[src/rtl/bitbakery_serial_tx_pkg.sv]
// bitbakery_serial_tx_pkg: shared timing constants, packet geometry, sequencer state encoding
//   DEF_DIV      : clock cycles per serial bit at the default clock/baud
//   DEF_GAP_BITS : idle bit periods between packets
//   PKT_LEN/W    : packet length in bytes / bits
//   state_e      : byte sequencer states (GAP doubles as the idle state)
package bitbakery_serial_tx_pkg;
    localparam int DEF_CLK_FREQ = 50_000_000;
    localparam int DEF_BAUD     = 115_200;
    localparam int DEF_DIV      = DEF_CLK_FREQ / DEF_BAUD;
    localparam int DEF_GAP_BITS = 10;
    localparam int PKT_LEN      = 11;
    localparam int PKT_W        = 8 * PKT_LEN;

    typedef enum logic [1:0] {ST_GAP, ST_START, ST_DATA, ST_STOP} state_e;

    // Byte i of the packet register, byte 0 in the least significant position.
    function automatic logic [7:0] pkt_byte(input logic [PKT_W-1:0] p, input logic [3:0] i);
        return p[{i, 3'b000} +: 8];
    endfunction
endpackage

[src/rtl/bitbakery_serial_tx_if.sv]
// bitbakery_serial_tx_if: payload inputs and serial output of the packet transmitter
//   D0, D1, D2    : status, move and config bytes
//   map_obstacles : 64-bit obstacle map, sent as 8 bytes LSB byte first
//   saida_serial  : UART TX line
//   master drives the payload and watches the line; slave is the transmitter
interface bitbakery_serial_tx_if;
    logic [7:0]  D0;
    logic [7:0]  D1;
    logic [7:0]  D2;
    logic [63:0] map_obstacles;
    logic        saida_serial;

    modport master (output D0, D1, D2, map_obstacles, input saida_serial);
    modport slave  (input D0, D1, D2, map_obstacles, output saida_serial);
endinterface

[src/rtl/bitbakery_serial_tx_uart_tx_byte.sv]
// uart_tx_byte: 8N1 byte transmitter with back-to-back chaining
//   clock, reset : system clock, synchronous active-high reset
//   start, data  : load data and begin a start bit (accepted when idle or on the last stop cycle)
//   busy         : a byte is in flight
//   done         : one-cycle pulse on the final cycle of the stop bit
//   tx           : registered serial line, idle high
module uart_tx_byte
    import bitbakery_serial_tx_pkg::*;
#(
    parameter int DIV = DEF_DIV
) (
    input  logic       clock,
    input  logic       reset,
    input  logic       start,
    input  logic [7:0] data,
    output logic       busy,
    output logic       done,
    output logic       tx
);
    localparam int BW = $clog2(DIV);
    localparam logic [BW-1:0] LAST = BW'(DIV - 1);

    state_e        state_q, state_d;
    logic [BW-1:0] baud_q, baud_d;
    logic [2:0]    bit_q, bit_d;
    logic [7:0]    sh_q, sh_d;
    logic          tx_q, tx_d;
    logic          last;

    always_comb begin
        last    = baud_q == LAST;
        state_d = state_q;
        baud_d  = last ? '0 : baud_q + 1'b1;
        bit_d   = bit_q;
        sh_d    = sh_q;
        tx_d    = tx_q;
        case (state_q)
            ST_GAP: begin
                baud_d = '0;
                if (start) begin
                    state_d = ST_START;
                    sh_d    = data;
                    tx_d    = 1'b0;
                end
            end
            ST_START: if (last) begin
                state_d = ST_DATA;
                bit_d   = '0;
                tx_d    = sh_q[0];
                sh_d    = sh_q >> 1;
            end
            ST_DATA: if (last) begin
                if (bit_q == 3'd7) begin
                    state_d = ST_STOP;
                    tx_d    = 1'b1;
                end else begin
                    bit_d = bit_q + 1'b1;
                    tx_d  = sh_q[0];
                    sh_d  = sh_q >> 1;
                end
            end
            ST_STOP: if (last) begin
                // Chaining here makes the next start bit follow the stop bit with no idle cycle.
                state_d = start ? ST_START : ST_GAP;
                sh_d    = start ? data : sh_q;
                tx_d    = !start;
            end
            default: state_d = ST_GAP;
        endcase
    end

    always_ff @(posedge clock) begin
        if (reset) begin
            state_q <= ST_GAP;
            baud_q  <= '0;
            bit_q   <= '0;
            sh_q    <= '0;
            tx_q    <= 1'b1;
        end else begin
            state_q <= state_d;
            baud_q  <= baud_d;
            bit_q   <= bit_d;
            sh_q    <= sh_d;
            tx_q    <= tx_d;
        end
    end

    assign busy = state_q != ST_GAP;
    assign done = state_q == ST_STOP && last;
    assign tx   = tx_q;
endmodule

[src/rtl/bitbakery_serial_tx.sv]
// bitbakery_serial_tx: free-running 11-byte UART packet transmitter with inter-packet gap
//   clock, reset : system clock, synchronous active-high reset
//   bus (slave)  : D0, D1, D2, map_obstacles in; saida_serial out
//   Packet = D0, D1, D2, map bytes [7:0] .. [63:56], then GAP_BITS idle bit periods.
module bitbakery_serial_tx
    import bitbakery_serial_tx_pkg::*;
#(
    parameter int CLK_FREQ = DEF_CLK_FREQ,
    parameter int BAUD     = DEF_BAUD,
    parameter int GAP_BITS = DEF_GAP_BITS
) (
    input  logic                   clock,
    input  logic                   reset,
    bitbakery_serial_tx_if.slave   bus
);
    localparam int DIV     = CLK_FREQ / BAUD;
    localparam int GAP_CYC = GAP_BITS * DIV;
    localparam int GW      = $clog2(GAP_CYC);
    localparam logic [GW-1:0] GAP_LAST = GW'(GAP_CYC - 1);
    localparam logic [3:0]    IDX_LAST = 4'(PKT_LEN - 1);

    logic [GW-1:0]    gap_q, gap_d;
    logic [3:0]       idx_q, idx_d;
    logic [PKT_W-1:0] pkt_q, pkt_d;
    logic             first, next, start, busy, done, tx;
    logic [7:0]       data;

    always_comb begin
        // The gap timer only runs while the byte transmitter is idle, so it also times the post-reset gap.
        first = !busy && gap_q == GAP_LAST;
        next  = done && idx_q != IDX_LAST;
        start = first || next;
        gap_d = busy ? '0 : gap_q + 1'b1;
        idx_d = first ? '0 : next ? idx_q + 4'd1 : done ? '0 : idx_q;
        pkt_d = first ? {bus.map_obstacles, bus.D2, bus.D1, bus.D0} : pkt_q;
        // Byte 0 comes straight from the inputs since the snapshot lands on the same edge.
        data  = first ? bus.D0 : pkt_byte(pkt_q, idx_q + 4'd1);
    end

    always_ff @(posedge clock) begin
        if (reset) begin
            gap_q <= '0;
            idx_q <= '0;
            pkt_q <= '0;
        end else begin
            gap_q <= gap_d;
            idx_q <= idx_d;
            pkt_q <= pkt_d;
        end
    end

    uart_tx_byte #(.DIV(DIV)) u_byte (
        .clock (clock),
        .reset (reset),
        .start (start),
        .data  (data),
        .busy  (busy),
        .done  (done),
        .tx    (tx)
    );

    assign bus.saida_serial = tx;
endmodule

[src/flat_wrapper.sv]
// flat-port wrapper written by rule: the top's interface ports become plain ports
module bitbakery_serial_tx_flat import bitbakery_serial_tx_pkg::*;
#(
    parameter int CLK_FREQ = DEF_CLK_FREQ,
    parameter int BAUD     = DEF_BAUD,
    parameter int GAP_BITS = DEF_GAP_BITS
)
  (clock, reset, bus_D0, bus_D1, bus_D2, bus_map_obstacles, bus_saida_serial);
  bitbakery_serial_tx_if bus_i ();
  input  logic clock;
  input  logic reset;
  input wire logic [$bits(bus_i.D0)-1:0] bus_D0;
  input wire logic [$bits(bus_i.D1)-1:0] bus_D1;
  input wire logic [$bits(bus_i.D2)-1:0] bus_D2;
  input wire logic [$bits(bus_i.map_obstacles)-1:0] bus_map_obstacles;
  output wire logic [$bits(bus_i.saida_serial)-1:0] bus_saida_serial;
  assign bus_i.D0 = bus_D0;
  assign bus_i.D1 = bus_D1;
  assign bus_i.D2 = bus_D2;
  assign bus_i.map_obstacles = bus_map_obstacles;
  assign bus_saida_serial = bus_i.saida_serial;
  bitbakery_serial_tx #(.CLK_FREQ(CLK_FREQ), .BAUD(BAUD), .GAP_BITS(GAP_BITS)) u_core (.clock(clock), .reset(reset), .bus(bus_i));
endmodule
[config.mk]
export PLATFORM = sky130hd
export DESIGN_NAME = bitbakery_serial_tx_flat
export DESIGN_NICKNAME = d
export VERILOG_FILES = /design/src/rtl/bitbakery_serial_tx_pkg.sv /design/src/rtl/bitbakery_serial_tx_if.sv /design/src/rtl/bitbakery_serial_tx_uart_tx_byte.sv /design/src/rtl/bitbakery_serial_tx.sv /design/src/flat_wrapper.sv
export SDC_FILE = /design/constraint.sdc
export NUM_CORES = 1
export LEC_CHECK = 0
export BUFFER_PORTS_ARGS = -buffer_cell sky130_fd_sc_hd__buf_4
export CAP_MARGIN = 25
export CELL_PAD_IN_SITES_DETAIL_PLACEMENT = 0
export CELL_PAD_IN_SITES_GLOBAL_PLACEMENT = 1
export CORE_ASPECT_RATIO = 1.2
export CORE_MARGIN = 8
export CORE_UTILIZATION = 46
export CTS_BUF_LIST = sky130_fd_sc_hd__clkbuf_8 sky130_fd_sc_hd__clkbuf_16
export DETAILED_ROUTE_END_ITERATION = 7
export PLACE_DENSITY_LB_ADDON = 0.1
export SYNTH_ARGS = -nofsm -noshare
export SYNTH_HDL_FRONTEND = slang
export SYNTH_HIERARCHICAL = 1
export SYNTH_SLANG_ARGS = --single-unit
[constraint.sdc]
create_clock -name clock -period 6.9 [get_ports clock]
set_input_delay 0.69 -clock clock [delete_from_list [all_inputs] [get_ports clock]]
set_output_delay 0.69 -clock clock [all_outputs]
set_load 0.005 [all_outputs]
==> results_dict.tcl, run 1 <==
set metrics [dict create \
    clock_sinks 128 \
    post_cts_buffers 0 \
    p_sw_uw 439 \
    syn-num-nets 796 \
    cap_violations 0 \
    startpoint_type "flop" \
    cts_resized 0 \
    grt_max_degree 99 \
    p_clk_frac 0.479 \
    syn_area_per_cell_um2 8.44 \
    ys_seq_area_frac 0.437 \
    syn_inst 694 \
    dp_slack_ns 3.18 \
    drt-initial-drc-count 306 \
    core_area_um2 12600 \
    power.density_nw_per_um2 254 \
    synthTopCellsByCount "189 x nand2_1, 128 x dfxtp_1, 107 x a21oi_1" \
    numCtsBuffers 17 \
    finalCritPeriodShare 0.498 \
    hp-class "flop to flop" \
    final_nets 864 \
    syn_area_um2 5860 \
    final_max_slew_viol_count 0 \
    ant_nets 0 \
    area_delta_synth_final_pct 22.5 \
    clkTransAtPathRegs_ns 0.06 \
    clockBufferDepth 2 \
    finClkSkew_ns 0.00471 \
    synth.ff_latch_count 128 \
    synthMostInstantiatedCell "nand2_1" \
    worstPathArrival_ns 3.75 \
    numPortBuffers 90 \
    synth_top_area_cell "dfxtp_1" \
    hpwl_um 11000 \
    antenna_cells 0 \
    synthFlopType "dfxtp_1" \
    start_util 0.467 \
    crit_buf_inv 2 \
    slowest_stage "ha_2" \
    path_common_cell "mux2i_1" \
    cts_tree "yes" \
    worst_pin_slew_ns 1.01 \
    peakVddDrop_v 0.000205 \
    grt_remaining_overflow 0 \
    rsz0062_at_grt "no" \
    chipHeight_um 140 \
    fin_tns_setup_ns 0 \
    viasPerCell 5.31 \
    crit_family "adder cells" \
    slowest_delay_ns 0.86 \
    gp_congestion 0.796 \
    slew_headroom 0.330 \
    whs_ns 0.450 \
    status "complete, no violations" \
    combPwrFrac 0.093 \
    htreeDepth 4 \
    power_frac_seq 0.428 \
    yosysUniqueCellTypes 45 \
    p_leak_nw 2.72 \
    synth_area_leaders "dfxtp_1 44%, nand2_1 12%, a21oi_1 9.1%" \
    cp_max_fo 26 \
    firstDrtPassIters 5 \
    grt_pass1_wl_um 25300 \
    vias 4985 \
    ioPinCount 91 \
    yosys_warnings 6 \
    fin_ws_ns 3.47 \
    drive_gt1_frac 0.183 \
    synth_top_area_share 0.437 \
    setup_viol 0 \
    critical_path.cell_chain "inv_1, ha_2, buf_12, mux2i_1, mux4_1, nand3b_1, o211ai_1, mux2i_1, a311oi_1" \
    placed_cells 906 \
    drt-total-wl_um 15600 \
    post-route-util 0.572 \
    postCtsHoldBufs 0 \
    antenna_found_initial 0 \
    die_w_um 119 \
    clockRootBuffer "clkbuf_16" \
    clkLatencyLatePin_ns 0.41 \
    critPathRequiredTime_ns 7.22 \
    setup.worst_path.class "flop to flop" \
    grtUsageTotal 0.190 \
    fp-row-count 45 \
    final_cells 939 \
    avgRoutedWirePerCell_um 16.6 \
    hold_viol 0 \
    sw_frac_of_total 0.241 \
    cp-end-kind "flop" \
    fin_crit_ns 3.43 \
    fp.dieArea_um2 16600 \
    internal_power_mw 1.38 \
    drc 0 \
    grt_pass1_vias 5113 \
    synth_edf_count 0 \
    async_reset_ff_frac 0 \
    fmax_mhz 291 \
]
[cells in the final DEF, fill, tap and decap left out, types with 2 or more instances in the layout]
| cell type | Yosys | routed |
|---|---|---|
| o21ai_0 | 3 | 3 |
| and2_1 | 2 | 2 |
| nand4b_1 | 3 | 3 |
| xor2_1 | 9 | 9 |
| a21oi_1 | 107 | 107 |
| inv_6 | 0 | 2 |
| nor2_1 | 33 | 33 |
| or3_1 | 4 | 4 |
| nand3_1 | 7 | 7 |
| nor4_1 | 4 | 3 |
| buf_4 | 0 | 94 |
| clkinvlp_4 | 0 | 5 |
| clkbuf_16 | 0 | 17 |
| and3_1 | 3 | 3 |
| bufinv_16 | 0 | 2 |
| a2bb2oi_1 | 2 | 2 |
| and4_1 | 2 | 2 |
| nand3b_1 | 8 | 8 |
| ha_1 | 12 | 11 |
| mux4_2 | 5 | 5 |
| nor3_1 | 7 | 7 |
| nand4_1 | 4 | 4 |
| mux2_2 | 2 | 2 |
| mux4_1 | 4 | 4 |
| nand2b_1 | 8 | 8 |
| clkinv_2 | 0 | 5 |
| inv_1 | 10 | 10 |
| dfxtp_1 | 128 | 128 |
| a311oi_1 | 8 | 8 |
| mux2i_1 | 44 | 44 |
| xnor2_1 | 9 | 9 |
| o211ai_1 | 8 | 8 |
| a31oi_1 | 7 | 7 |
| or3b_1 | 2 | 2 |
| nand2_1 | 189 | 189 |
[stage by stage]
| stage | cell area [um2] | total power [mW] |
|---|---|---|
| 3_3_place_gp | 6550 | 0.959 |
| 3_5_place_dp | 6580 | 0.965 |
| 5_1_grt | 7180 | 1.89 |
| 4_1_cts | 7160 | 1.84 |
| 6_report | 7180 | 1.82 |
| 2_1_floorplan | 5860 | 0.894 |
[sequential cells by signal (all words and copies together) (netlist names)]
register	flops
u_core/pkt_q	88
u_core/u_byte/tx	1
u_core/u_byte/sh_q	8
u_core/idx_q	4
u_core/u_byte/state_q	2
u_core/gap_q	13
u_core/u_byte/baud_q	9
u_core/u_byte/bit_q	3
[area by class of cell]
type,count,area [um2]
multi-input cells,509,3040
inverters,10,37.5
repair buffers,96,753
well taps,164,205
fillers,1162,5380
clock buffers,18,439
flip-flops and latches,128,2560
clock inverters,14,140
[cell families after synthesis]
family / share of synthesized area
buffers and inverters: 0.0466
XOR/XNOR: 0.0269
AO/OA/AOI/OAI: 0.138
adder cells (fa/ha/maj): 0.0256
flip-flops: 0.437
multiplexers: 0.116
AND/OR/NAND/NOR: 0.209
[worst min-delay path, delay by kind of cell (launching register included)]
kind	cells	cell delay [ns]
AND/OR/NAND/NOR	1	0.05
AO/OA/AOI/OAI	1	0.05
flip-flops	1	0.30
[power groups by stage]
stage | registers, mW | logic (mW) | clock network (mW)
4_1_cts | 0.780 | 0.170 | 0.891
2_1_floorplan | 0.792 | 0.103 | 0
3_3_place_gp | 0.796 | 0.163 | 0
3_5_place_dp | 0.796 | 0.169 | 0
6_report | 0.781 | 0.169 | 0.874
5_1_grt | 0.783 | 0.186 | 0.922
[worst paths after layout]
kind	from	endpoint	slack, ns	cells after the start
max	u_core/idx_q[0]	u_core/u_byte/sh_q[1]	3.47	9
min	u_core/pkt_q[48]	u_core/pkt_q[48]	0.45	2
max reg2reg	u_core/idx_q[0]	u_core/u_byte/sh_q[1]	3.47	9
min reg2reg	u_core/pkt_q[48]	u_core/pkt_q[48]	0.45	2
[per-layer routing]
layer	part of all wire	vias to the layer above	wire length, um	GRT usage
met4	0.022	0	341	0.0901
met2	0.51	96	7950	0.327
met1	0.43	2346	6660	0.220
met3	0.041	18	636	0.0421
met5	0	-	0	0
li1	-	2525	-	-
Note: power is estimated with default switching activity, not from simulation.
==> run 2, diff against run 1 <==
CORE_UTILIZATION = 38   (was 46)
clock period = 3 ns   (was 6.9 ns; I/O delays follow)
==> results_dict.tcl, run 2 (synthesis gave the netlist of run 1 again) <==
set metrics [dict create \
    worst_pin_slew_ns 0.611 \
    grt_max_degree 63 \
    clockRootBuffer "clkbuf_16" \
    avgRoutedWirePerCell_um 15.6 \
    core_area_um2 15000 \
    cp-end-kind "flop" \
    r2r_cells 6 \
    critical_path.cell_chain "or4_1, or4_2, nand2_1, o21a_1, a21oi_1, a311oi_1" \
    gp_congestion 0.772 \
    startpoint_type "flop" \
    drt-total-wl_um 15400 \
    postCtsHoldBufs 0 \
    finClkSkew_ns 0.00669 \
    worstPathArrival_ns 3.09 \
    fp.dieArea_um2 19700 \
    drc 0 \
    cts_resized 0 \
    mostFrequentLayoutCell "nand2_1" \
    critPathRequiredTime_ns 3.31 \
    hpwl_um 11200 \
    grt_pass1_wl_um 25300 \
    final_nets 873 \
    grt_remaining_overflow 0 \
    numCtsBuffers 17 \
    setup.worst_path.class "flop to flop" \
    hp-class "input port to flop" \
    reg.largest.list "u_core/pkt_q x88, u_core/gap_q x13, u_core/u_byte/baud_q x9" \
    timing.rr.end "u_core/u_byte/sh_q[6]" \
    final_cell_mix "189 x nand2_1, 128 x dfxtp_1, 107 x a21oi_1, 102 x buf_4, 44 x mux2i_1" \
    finalCritPeriodShare 0.929 \
    grtUsageTotal 0.161 \
    vias 4982 \
    area_delta_synth_final_pct 24.6 \
    antenna_cells 0 \
    min_from "bus_map_obstacles[21]" \
    clock_sinks 128 \
    min_to "u_core/pkt_q[45]" \
    numPortBuffers 90 \
    timing.rr.start "u_core/gap_q[2]" \
    viasPerCell 5.04 \
    fin_crit_ns 2.79 \
    start_util 0.390 \
    clkLatencyLatePin_ns 0.41 \
    ant_nets 0 \
    firstDrtPassIters 5 \
    final_max_slew_viol_count 0 \
    antenna_found_initial 0 \
    slew_headroom 0.591 \
    slowest_delay_ns 0.77 \
    drive_gt1_frac 0.193 \
    fp-row-count 49 \
    peakVddDrop_v 0.000385 \
    largest_reg_flops 88 \
    slowest_stage "or4_2" \
    status "complete, no violations" \
    drt-initial-drc-count 298 \
    cp_max_fo 14 \
    power.density_nw_per_um2 574 \
    fin_area_um2 7300 \
    power_mw 4.19 \
    crit_family "simple AND/OR/NAND/NOR gates" \
    post_cts_buffers 0 \
    p_leak_nw 2.77 \
    fin_tns_setup_ns 0 \
    setup_viol 0 \
    hold_viol 0 \
    rrSetupSlack_ns 0.21 \
    ioPinCount 91 \
    htreeDepth 4 \
    hold_depth 3 \
    cts_tree "yes" \
    die_w_um 129 \
    regArea_um2 2560 \
    clockBufferDepth 2 \
    fillers 1517 \
    grt_pass1_vias 5053 \
    multiInputGateArea_um2 3040 \
    rsz0062_at_grt "no" \
    fmax_mhz 359 \
    cap_violations 0 \
    crit_buf_inv 0 \
    chipHeight_um 152 \
    regMostFlops "u_core/pkt_q" \
    placed_area_um2 6720 \
    clkTransAtPathRegs_ns 0.06 \
]
-- run 2: per-stage QoR --
| stage | hold slack (ns) | utilization | instances | worst slack [ns] |
|---|---|---|---|---|
| floorplan | 0.429 | - | 694 | 0.141 |
| global placement | 0.440 | 0.447 | 956 | 0.373 |
| detailed placement | 0.443 | 0.447 | 956 | 0.222 |
| CTS | 0.119 | 0.486 | 988 | 0.197 |
| global route | 0.125 | 0.486 | 988 | 0.0165 |
| finish | 0.138 | 0.486 | 988 | 0.214 |
-- run 2: worst register-to-register path: stages, from the launching register on --
cell and delay [ns]:
dfxtp_1 0.36, or4_1 0.58, or4_2 0.77, nand2_1 0.16
o21a_1 0.42, a21oi_1 0.13, a311oi_1 0.27
-- run 2: final cells by class --
| cell class | instances | share of cell area |
|---|---|---|
| inverter | 10 | 0.00514 |
| sequential | 128 | 0.351 |
| tap | 204 | 0.0350 |
| timing repair buffer | 105 | 0.113 |
| clock buffer | 18 | 0.0602 |
| multi-input combinational | 509 | 0.416 |
| clock inverter | 14 | 0.0194 |
-- run 2: layer usage --
layer	vias to the layer above	routed length [um]	global-route usage
li1	2544	-	-
met1	2350	6900	0.197
met2	73	7860	0.270
met3	15	468	0.0361
met4	0	215	0.0566
met5	-	0	0
-- run 2: where the power goes --
part | internal, mW | total, mW | switching, mW | leakage (nW)
registers | 1.76 | 1.80 | 0.0431 | 1.03
clock network | 1.24 | 2.00 | 0.761 | 0.278
logic | 0.193 | 0.395 | 0.202 | 1.46
-- run 2: worst max-delay path by stage --
stage / start / endpoint / slack, ns / depth (start not counted)
after floorplan: u_core/idx_q[0] / u_core/u_byte/sh_q[4] / 0.14 / 12
after global placement: u_core/gap_q[2] / u_core/u_byte/sh_q[0] / 0.37 / 7
after detailed placement: u_core/gap_q[2] / u_core/u_byte/sh_q[3] / 0.22 / 6
after CTS: u_core/gap_q[2] / u_core/u_byte/sh_q[3] / 0.20 / 6
after global routing: u_core/u_byte/state_q[0] / u_core/u_byte/sh_q[6] / 0.02 / 9
final: u_core/gap_q[2] / u_core/u_byte/sh_q[6] / 0.21 / 6
